<file path="src/rtl/d_stall_ctrl.sv">
// Stall/flush controller for the 5-stage core: Tuse/Tnew data-hazard detection
// plus a registered busy counter modelling the multi-cycle mult/div unit.
module d_stall_ctrl #(
    parameter int MULT_CYCLES = 5,
    parameter int DIV_CYCLES  = 10
) (
    input  logic       clk,
    input  logic       reset,
    input  logic [4:0] D_rs_addr,
    input  logic [4:0] D_rt_addr,
    input  logic [1:0] D_rs_tuse,
    input  logic [1:0] D_rt_tuse,
    input  logic       D_is_md,
    input  logic [4:0] E_wa,
    input  logic [1:0] E_tnew,
    input  logic [4:0] M_wa,
    input  logic [1:0] M_tnew,
    input  logic       E_md_start,
    input  logic       E_md_is_div,
    output logic       PC_en,
    output logic       D_en,
    output logic       E_clr,
    output logic       md_busy
);

    localparam int MAX_CYC = (MULT_CYCLES > DIV_CYCLES) ? MULT_CYCLES : DIV_CYCLES;
    localparam int CW      = $clog2(MAX_CYC + 1);

    localparam logic [CW-1:0] MULT_LD = CW'(MULT_CYCLES);
    localparam logic [CW-1:0] DIV_LD  = CW'(DIV_CYCLES);

    logic [CW-1:0] cnt;
    logic [CW-1:0] cnt_nxt;
    logic          rs_stall;
    logic          rt_stall;
    logic          md_stall;
    logic          stall;

    // Register 0 is hardwired, so it can never be a true dependency.
    assign rs_stall = (D_rs_addr != 5'd0) &&
                      (((D_rs_addr == E_wa) && (E_tnew > D_rs_tuse)) ||
                       ((D_rs_addr == M_wa) && (M_tnew > D_rs_tuse)));
    assign rt_stall = (D_rt_addr != 5'd0) &&
                      (((D_rt_addr == E_wa) && (E_tnew > D_rt_tuse)) ||
                       ((D_rt_addr == M_wa) && (M_tnew > D_rt_tuse)));
    assign md_stall = D_is_md && (md_busy || E_md_start);
    assign stall    = rs_stall | rt_stall | md_stall;

    // During reset the front end runs freely while E is kept flushed.
    assign PC_en = reset | ~stall;
    assign D_en  = reset | ~stall;
    assign E_clr = reset | stall;

    // A start while busy is dropped; md_stall keeps it from being issued.
    always_comb begin
        cnt_nxt = cnt;
        if (cnt != '0)
            cnt_nxt = cnt - CW'(1);
        else if (E_md_start)
            cnt_nxt = E_md_is_div ? DIV_LD : MULT_LD;
    end

    always_ff @(posedge clk) begin
        if (reset) begin
            cnt     <= '0;
            md_busy <= 1'b0;
        end else begin
            cnt     <= cnt_nxt;
            md_busy <= (cnt_nxt != '0);
        end
    end

endmodule
</file>
<file path="config.mk">
export PLATFORM = sky130hd
export DESIGN_NAME = d_stall_ctrl
export DESIGN_NICKNAME = d
export VERILOG_FILES = /design/src/rtl/d_stall_ctrl.sv
export SDC_FILE = /design/constraint.sdc
export NUM_CORES = 1
export LEC_CHECK = 0
export BUFFER_PORTS_ARGS = -buffer_cell sky130_fd_sc_hd__buf_2
export CORE_MARGIN = 5
export CORE_UTILIZATION = 39
export CTS_CLUSTER_SIZE = 25
export DETAILED_ROUTE_END_ITERATION = 8
export PLACE_DENSITY = 0.71
export SYNTH_ARGS = -nofsm -noshare
export SYNTH_HDL_FRONTEND = slang
export SYNTH_SLANG_ARGS = --single-unit
</file>
<file path="constraint.sdc">
create_clock -name clk -period 1.5 [get_ports clk]
set_input_delay 0.075 -clock clk [delete_from_list [all_inputs] [get_ports clk]]
set_output_delay 0.075 -clock clk [all_outputs]
set_load 0.02 [all_outputs]
</file>
==> results.ini <==
[synthesis]
syn_area_per_cell_um2 = 7.99
ys_ff_latch = 5
synth_top_area_share_pct = 16.4
yosys.area.top_type = ha_1
syn-instance-count = 86
synth-seq-area-share_pct = 14.6
ys_types = 24
synth.cell_area_um2 = 687
ys_warn_count = 0
syn_nets = 128
synth.area.top_cells = ha_1 (16%), xnor2_1 (15%), dfxtp_1 (15%)

[route]
ant_nets = 0
drt-total-wl_um = 2070
wl_per_cell_um = 13.4
route.detailed.drc = 0
first_iter_violations = 13
viasPerCell = 5.22
detail_route.first_pass.iterations = 4
vias = 804

[sta]
finalHoldViolations = 0
fin_ws_ns = -0.00348
final.setup.tns_ns = -0.00348
finClkSkew_ns = 0.00373
slew_violations = 0
clock.fmax_mhz = 665
fin_crit_sh_pct = 100
max_slew_margin_pct = 73.8
period_needed_ns = 1.50
setup_violations = 1
tightest_slew_ns = 0.389
rsz0062_at_grt = yes

[finish]
drive_gt1_share_pct = 49.6
final_cell_mix = buf_2 (32), xnor2_1 (12), xor2_1 (8), ha_1 (5)
final_cells = 154
mostFrequentLayoutCell = buf_2
fin_util_pct = 62.3
fin_area_um2 = 1060
n_antenna_cell = 0
nNetsFinal = 172
area.growth.synth_to_final_pct = 54.8

[die]
rows = 15
core-area_um2 = 1710
dieArea_um2 = 2700
die_height_um = 52.0
die_w_um = 52.0
ios = 37
start_util_pct = 40.2

[power]
share_seq_of_total_power_pct = 23.3
p_leak_nw = 0.456
pwr_density_cell_nw_per_um2 = 1010
total_power_mw = 1.07
power.switching_uw = 449
pwr-share-comb_pct = 61.3
ir_worst_vdd_uv = 748
p_int_uw = 625
swShare_pct = 41.8
pwr-share-clk_pct = 15.4

[clock_tree]
path_clk_slew_ns = 0.05
cts_max_path_buffers = 2
cts_sinks = 5
cts_tree = built
htreeDepth = 1
cts_root_buf = clkbuf_4
cts_buffers = 3
insertion_delay_ns = 0.25

[placement]
dpl_cell_area_um2 = 928
dp_cells = 149
post-dp-hpwl_um = 1700
io_buffer_count = 36
place_congestion = 0.888

[grt]
overflow = 0
grt_pass1_wl_um = 3140
grt_pass1_vias = 786
antenna_found_initial = 0
track_usage_pct = 15.5
grt_max_degree = 7

[outcome]
violations = negative setup slack
status = finished with violations

[setup_path]
critPathMaxFanout = 5
slowest_stage = or4_1
crit_family = simple AND/OR/NAND/NOR gates
cp_slowest_stage_delay_ns = 0.46
crit_required_ns = 1.62
startpoint_type = flop
crit_buf_inv = 1
worstPathCellList = inv_2 > ha_4 > and4b_1 > nor3_2 > a211oi_2 > or4_1
critPathKind = reg2reg
worstPathArrival_ns = 1.63
crit_path_end_kind = flop

[hold_path]
hp-class = in2reg

[run]
max-cap-violations = 0

cells in the mapped netlist (all sizes together):
library cell and count:
nand2 5, buf 1, xnor2 12, ha 9
dfxtp 5, or4 3, o22ai 2, nand4 4
nor2b 1, a21oi 4, a211oi 4, mux2 1
o21ai 2, xor2 8, a21o 1, a31o 1
nor4 5, and4b 1, nor2 3, inv 10
nand4b 1, nor3 3
flip-flops by register name, summed over array words and instances (netlist names):
name / count
md_busy: 1
cnt: 4
final cells by class:
type	count	area (um2)
Fill cell	157	644
Multi-Input combinational cell	70	626
Timing Repair Buffer	40	235
Sequential cell	5	103
Inverter	10	42.5
Tap cell	25	31.3
Clock buffer	4	26.3
power groups by stage:
stage	logic, mW	clock network [mW]	registers, mW
after floorplan	0.349	0	0.267
after global placement	0.559	0	0.240
after detailed placement	0.582	0	0.243
after CTS	0.610	0.170	0.247
after global routing	0.719	0.181	0.258
final	0.658	0.165	0.250
cell families after synthesis:
kind of cell / after synthesis / synth area share, %
buf+inv: 11 / 6.56
fa+ha+maj: 9 / 16.4
mux: 1 / 1.64
xor+xnor: 20 / 25.5
simple gates: 26 / 22.4
compound gates: 14 / 12.9
flops: 5 / 14.6
layer usage:
metal  GRT usage (%)  vias to the layer above  part of all wire [%]  wire length (um)
met5               0                        -                     0                 0
met4            6.55                        0                   1.2                24
met3            3.15                        3                   6.2               127
met2            28.0                       34                    52              1080
met1            17.2                      369                    40               831
li1                -                      398                     -                 -
final timing paths:
path | from | endpoint | slack [ns] | depth (start not counted)
worst max-delay path | cnt[1] | md_busy | -0.003 | 6
worst min-delay path | reset | cnt[0] | 0.09 | 2
worst max register to register | cnt[1] | md_busy | -0.003 | 6
worst min register to register | cnt[3] | cnt[3] | 0.57 | 1
per-stage QoR:
step           hold slack [ns]  setup WS (ns)
2_1_floorplan            0.147        -0.0161
3_3_place_gp             0.338        -0.0624
3_5_place_dp             0.340        -0.0916
4_1_cts                 0.0711       -0.00920
5_1_grt                 0.0844        -0.0576
6_report                0.0873       -0.00348
worst register-to-register path: cells and delay by family (launching register included):
family,cells,cell delay (ns)
simple gates,3,0.78
flops,1,0.33
fa+ha+maj,1,0.16
compound gates,1,0.06
buf+inv,1,0.05
what timing repair did:
| action | CTS | global route |
|---|---|---|
| setup buffers | 0 | 1 |
| gates resized for setup | 3 | 20 |
| hold buffers | 0 | 0 |
| endpoints found under the setup margin | 3 | 3 |
| pin swaps | 6 | 9 |
(Power assumes the default switching activity.)
